## src/rtl/ysyx_l1i_cache.sv

```systemverilog
// ysyx_l1i_cache: direct-mapped L1 instruction cache for the IFU.
// Hits return the word in the same cycle; a miss refills the whole line with one read burst.
// Optional hit/miss counters (perf_hit, perf_miss) are built when YSYX_L1I_PERF_EN is defined.
`ifndef YSYX_XLEN
`define YSYX_XLEN 32
`endif
`ifndef YSYX_L1I_LEN
`define YSYX_L1I_LEN 4
`endif
`ifndef YSYX_L1I_LINE_LEN
`define YSYX_L1I_LINE_LEN 2
`endif

module ysyx_l1i_cache #(
  parameter int unsigned XLEN         = `YSYX_XLEN,
  parameter int unsigned L1I_LEN      = `YSYX_L1I_LEN,
  parameter int unsigned L1I_LINE_LEN = `YSYX_L1I_LINE_LEN
) (
  input  logic            clock,
  input  logic            reset,
  input  logic [XLEN-1:0] ifu_pc,
  input  logic            ifu_invalid,
  output logic [31:0]     ifu_inst,
  output logic            ifu_valid,
  output logic            bus_arvalid,
  output logic [XLEN-1:0] bus_araddr,
  input  logic            bus_rready,
  input  logic [XLEN-1:0] bus_rdata,
  input  logic            bus_rvalid,
  input  logic            bus_rlast
`ifdef YSYX_L1I_PERF_EN
  ,
  output logic [31:0]     perf_hit,
  output logic [31:0]     perf_miss
`endif
);

  localparam int unsigned LINES = 1 << L1I_LEN;
  localparam int unsigned WORDS = 1 << L1I_LINE_LEN;
  localparam int unsigned OFF_W = L1I_LINE_LEN + 2;
  localparam int unsigned TAG_W = XLEN - L1I_LEN - OFF_W;

  typedef enum logic [1:0] {
    IDLE = 2'd0,
    REQ  = 2'd1,
    FILL = 2'd2
  } state_t;

  state_t                  state;
  logic [XLEN-1:0]         data_q [LINES][WORDS];
  logic [TAG_W-1:0]        tag_q  [LINES];
  logic [LINES-1:0]        vld_q;
  logic [L1I_LINE_LEN-1:0] cnt;
  logic                    poison;

  logic [TAG_W-1:0]        pc_tag;
  logic [L1I_LEN-1:0]      pc_idx;
  logic [L1I_LINE_LEN-1:0] pc_woff;
  logic [TAG_W-1:0]        fill_tag;
  logic [L1I_LEN-1:0]      fill_idx;
  logic                    hit;
  logic                    fill_beat;
  logic                    fill_done;
  logic                    unused_pc_bits;

  // Address split of the fetch pc and of the latched refill line address
  assign pc_tag         = ifu_pc[XLEN-1 -: TAG_W];
  assign pc_idx         = ifu_pc[OFF_W +: L1I_LEN];
  assign pc_woff        = ifu_pc[2 +: L1I_LINE_LEN];
  assign fill_tag       = bus_araddr[XLEN-1 -: TAG_W];
  assign fill_idx       = bus_araddr[OFF_W +: L1I_LEN];
  assign unused_pc_bits = ^ifu_pc[1:0];

  // Lookups only hit while idle, so a line being refilled is never read early
  assign hit       = vld_q[pc_idx] && (tag_q[pc_idx] == pc_tag) && (state == IDLE);
  assign ifu_valid = hit;
  assign ifu_inst  = data_q[pc_idx][pc_woff][31:0];

  assign fill_beat = (state == FILL) && bus_rvalid;
  assign fill_done = fill_beat && bus_rlast;

  // Line storage: beats land at the running beat counter, tag written on the last beat
  always_ff @(posedge clock) begin
    if (fill_beat) begin
      data_q[fill_idx][cnt] <= bus_rdata;
    end
    if (fill_done) begin
      tag_q[fill_idx] <= fill_tag;
    end
  end

  // Refill FSM with valid bits and flush/poison handling
  always_ff @(posedge clock or posedge reset) begin
    if (reset) begin
      state       <= IDLE;
      bus_arvalid <= 1'b0;
      bus_araddr  <= '0;
      cnt         <= '0;
      poison      <= 1'b0;
      vld_q       <= '0;
    end else begin
      case (state)
        IDLE: begin
          if (!hit) begin
            state       <= REQ;
            bus_arvalid <= 1'b1;
            bus_araddr  <= {ifu_pc[XLEN-1:OFF_W], OFF_W'(0)};
          end
        end
        REQ: begin
          if (bus_rready) begin
            state       <= FILL;
            bus_arvalid <= 1'b0;
            cnt         <= '0;
          end
        end
        FILL: begin
          if (bus_rvalid) begin
            cnt <= cnt + L1I_LINE_LEN'(1);
            if (bus_rlast) begin
              state  <= IDLE;
              poison <= 1'b0;
              if (!poison) begin
                vld_q[fill_idx] <= 1'b1;
              end
            end
          end
        end
        default: state <= IDLE;
      endcase
      // Flush wins over the valid set at rlast; a flush on the last beat needs no poison
      if (ifu_invalid) begin
        vld_q <= '0;
        if ((state != IDLE) && !fill_done) begin
          poison <= 1'b1;
        end
      end
    end
  end

`ifdef YSYX_L1I_PERF_EN
  // Hit cycles and miss starts, free-running and wrapping
  always_ff @(posedge clock or posedge reset) begin
    if (reset) begin
      perf_hit  <= '0;
      perf_miss <= '0;
    end else begin
      if (hit) begin
        perf_hit <= perf_hit + 32'd1;
      end
      if ((state == IDLE) && !hit) begin
        perf_miss <= perf_miss + 32'd1;
      end
    end
  end
`endif

endmodule

```

## config.mk

```make
export PLATFORM = sky130hd
export DESIGN_NAME = ysyx_l1i_cache
export DESIGN_NICKNAME = d
export VERILOG_FILES = /design/src/rtl/ysyx_l1i_cache.sv
export SDC_FILE = /design/constraint.sdc
export NUM_CORES = 2
export LEC_CHECK = 0
export ABC_AREA = 1
export ABC_CLOCK_PERIOD_IN_PS = 3500
export BUFFER_PORTS_ARGS = -buffer_cell sky130_fd_sc_hd__buf_2
export CAP_MARGIN = 20
export CORE_UTILIZATION = 30
export DETAILED_ROUTE_END_ITERATION = 16
export REMOVE_ABC_BUFFERS = 1
export SLEW_MARGIN = 20
export SYNTH_ARGS = -nofsm -noshare
export SYNTH_HDL_FRONTEND = slang
export SYNTH_SLANG_ARGS = --single-unit
```

## constraint.sdc

```tcl
create_clock -name clock -period 3.5 [get_ports clock]
set_input_delay 0.175 -clock clock [delete_from_list [all_inputs] [get_ports clock]]
set_output_delay 0.175 -clock clock [all_outputs]
set_load 0.02 [all_outputs]
```

==> implementation parameters <==
Parameter                              Value

Run status
  Outcome    finished with violations
  Violated checks    negative hold slack

Logic synthesis
  Sequential fraction of the synthesis area    75.7%
  Cell count after synthesis    7702
  Count of different cell masters after synthesis    26
  Average size of a mapped cell    12.7 um2
  Synthesis-stage register bit count    2482
  Count of yosys warnings during synthesis    0
  Post-synthesis instance area    98100 um2

Min path
  Type of the tightest min-delay check    in2async

Setup path
  Startpoint of the most critical register-to-register path    bus_araddr[5]
  Reg2Reg Depth    5
  Data arrival time of the critical path    3.26 ns
  Kind of end point of the critical path    output port
  Crit path required time    3.32 ns
  Reg2Reg Setup Slack    0.88 ns
  Peak fanout along the critical path    1
  Worst r2r dst    data_q[14][5]
  Critical path type    reg2out
  Critical Path Start Type    register

Die
  DIE HEIGHT    574 um
  Area of the die    329000 um2
  Horiz. Die Dim    574 um
  Number of standard-cell rows in the floorplan    209
  Boundary pin count    136
  Initial Utilization    30.2%
  Core Area    325000 um2

Placement
  Total half-perimeter wirelength after legalization and detailed placement    158 mm
  Cell area after placement    107000 um2
  Number of I/O port buffers    129
  GP Congestion    0.830

Timing
  Setup repair after global routing missed its margin    false
  Worst slew margin    15.9%
  Final Hold Vio Count    2
  Transition at the pin with the smallest max-transition slack    1.25 ns
  Final setup viols    0
  Number of slew-limit violations in the final report    0
  Final worst hold slack    -0.000331 ns
  Period utilization    98.0%
  Maximum clock frequency    0.291 GHz
  Shortest period the worst path allows    3.43 ns
  Clock Skew    0.120 ns

Global route
  Number of antenna violations at the first check in global routing    26
  Maximum number of pins on one net before global-route repair    113
  Global-route wire length before repair    425 mm
  Number of global-route vias before repair    62578
  Remaining global-route overflow    0
  Aggregate global-route resource usage    17.3%

Power
  Share of power burned in registers    52.5%
  Gate power share    8.5%
  Power density relative to cell area    570 nW/um2
  Highest ir drop seen on vdd    0.566 mV
  Proportion of total power due to net switching    24.4%
  P_int    0.0497 W
  Clock power share    39.0%
  Static leakage    37.5 nW
  Switching power    0.0161 W

Routing
  Total wirelength of the detailed-routed design    296 mm
  Detailed-route wire length per cell    23.7 um
  Mean number of vias per cell    5.29
  Routed vias    65971
  Starting DRC count in detailed routing    8548
  Detailed-routing iteration count for the pre-antenna-repair pass    6
  Routed Antenna Nets    0
  DRC errors left    0

Finish
  Final layout net count    8025
  Share of layout cells above drive strength 1    11.3%
  Leading cell type in the layout, fill and taps excluded    edfxtp_1
  Final standard cell area without fillers    115000 um2
  Register Area    74300 um2
  Most frequent cells in the layout    edfxtp_1 (2432), nor2_1 (1448), o21ai_0 (1292), nand2_1 (630), o22ai_1 (620)
  Multi-input gate area in the final layout    21700 um2
  Number of filler cells placed in the layout    30922
  Area overhead of the layout relative to synthesis    17.5%

Clock network
  Clk buf depth    4
  Number of buffers created by CTS    245
  Maximum level of the CTS H-tree    4
  Num Clock Sinks    2482
  Buffer cell driving the clock tree root    clkbuf_16
  Worst-skew pair later-pin latency    0.94 ns
  Register clock-pin slew on the reported worst setup and hold paths    0.07 ns
  Clock tree from TritonCTS    yes

Run
  Number of max-capacitance violations reported    0
-- how the worst max path moves through the flow --
| stage | start | endpoint | slack, ns |
|---|---|---|---|
| 4_1_cts | tag_q[7][2] | ifu_valid | 0.003 |
| 3_5_place_dp | ifu_pc[4] | ifu_inst[9] | 0.06 |
| 3_3_place_gp | ifu_pc[4] | ifu_inst[9] | 0.05 |
| 2_1_floorplan | ifu_pc[4] | state[0] | -7.95 |
| 5_1_grt | ifu_pc[4] | ifu_inst[17] | 0.009 |
| 6_report | data_q[13][3] | ifu_inst[3] | 0.07 |
-- state kept, by name (all words and copies together), names as in the netlist --
name         flops
poison           1
state            2
bus_arvalid      1
cnt              2
tag_q          384
vld_q           16
data_q        2048
bus_araddr      28
-- critical path: stages (launching register included) --
cell	delay (ns)
edfxtp_1	0.35
o21ai_0	0.16
o22ai_1	0.08
o21ai_0	0.15
nor2_1	0.10
o31ai_1	1.02
o22ai_1	0.30
buf_2	0.27
-- cell usage after synthesis (all sizes together) --
master  instances  area (um2)
o32ai          30         263
nand3         300        1500
nand2         630        2360
a31oi          10        62.6
o31ai           2        15.0
inv           132         495
ha              4        50.1
or2             5        31.3
nor2         1529        5740
o21ai        1332        6670
o211ai         27         203
buf           181         913
edfxtp       2432       73000
clkinv          2        7.51
o22ai         621        3880
clkbuf        368        1380
conb            1        3.75
dfrtp          50        1250
nand3b          3        22.5
o21bai          5        37.5
o221ai          2        17.5
a21oi          36         180
-- power by group through the flow --
stage / combinational [W] / sequential, W / clock, W
4_1_cts: 0.00553 / 0.0345 / 0.0260
2_1_floorplan: 0.00235 / 0.0349 / 0
3_5_place_dp: 0.00544 / 0.0351 / 0
6_report: 0.00560 / 0.0345 / 0.0257
5_1_grt: 0.00599 / 0.0346 / 0.0271
3_3_place_gp: 0.00536 / 0.0350 / 0
-- layout make-up --
cell class              count  share of cell area (%)
flip-flops and latches   2482                    64.4
multi-input cells        4540                    18.8
clock buffers             300                    5.53
repair buffers            548                    4.91
well taps                4325                    4.69
clock inverters           143                    1.16
inverters                 134                   0.461
diodes                      5                  0.0109
-- per-stage QoR --
| step | utilization (%) | setup slack (ns) | total power (W) | setup TNS (ns) | cells |
|---|---|---|---|---|---|
| after floorplan | - | -7.95 | 0.0373 | -455.09 | 7156 |
| after global placement | 32.9 | 0.0487 | 0.0404 | 0 | 11964 |
| after detailed placement | 32.9 | 0.0590 | 0.0406 | 0 | 11964 |
| after CTS | 35.5 | 0.00264 | 0.0660 | 0 | 12467 |
| after global routing | 35.5 | 0.00924 | 0.0677 | 0 | 12473 |
| final | 35.5 | 0.0692 | 0.0658 | 0 | 12477 |
-- what timing repair did --
action / in CTS / in global routing
resized for setup: 4 / 5
hold buffers: 60 / 5
endpoints found under the hold margin: 795 / 290
gates cloned: 0 / 0
pin swaps: 0 / 0
buffers inserted: 0 / 0
endpoints found under the setup margin: 4 / 6
-- per-layer routing --
layer  vias up  part of all wire [%]  routed length (um)  track usage, %
met5         -                 0.022                  65               0
met3       556                   9.5               28100            2.87
met4        10                   3.4                9910            5.76
met2      3350                    46              135000            27.5
li1      28825                     -                   -               -
met1     33230                    41              122000            24.1
-- cell families (layout without fill, tap and decap cells) --
| logic type | count (synthesis) | in the layout | synth area share (%) |
|---|---|---|---|
| simple gates | 2467 | 2467 | 9.84 |
| other cells | 1 | 9 | 0.00382 |
| buf+inv | 683 | 1125 | 2.85 |
| fa+ha+maj | 4 | 4 | 0.0510 |
| compound gates | 2065 | 2065 | 11.5 |
| flops | 2482 | 2482 | 75.7 |
No activity file was read; power rests on OpenSTA's default activity.
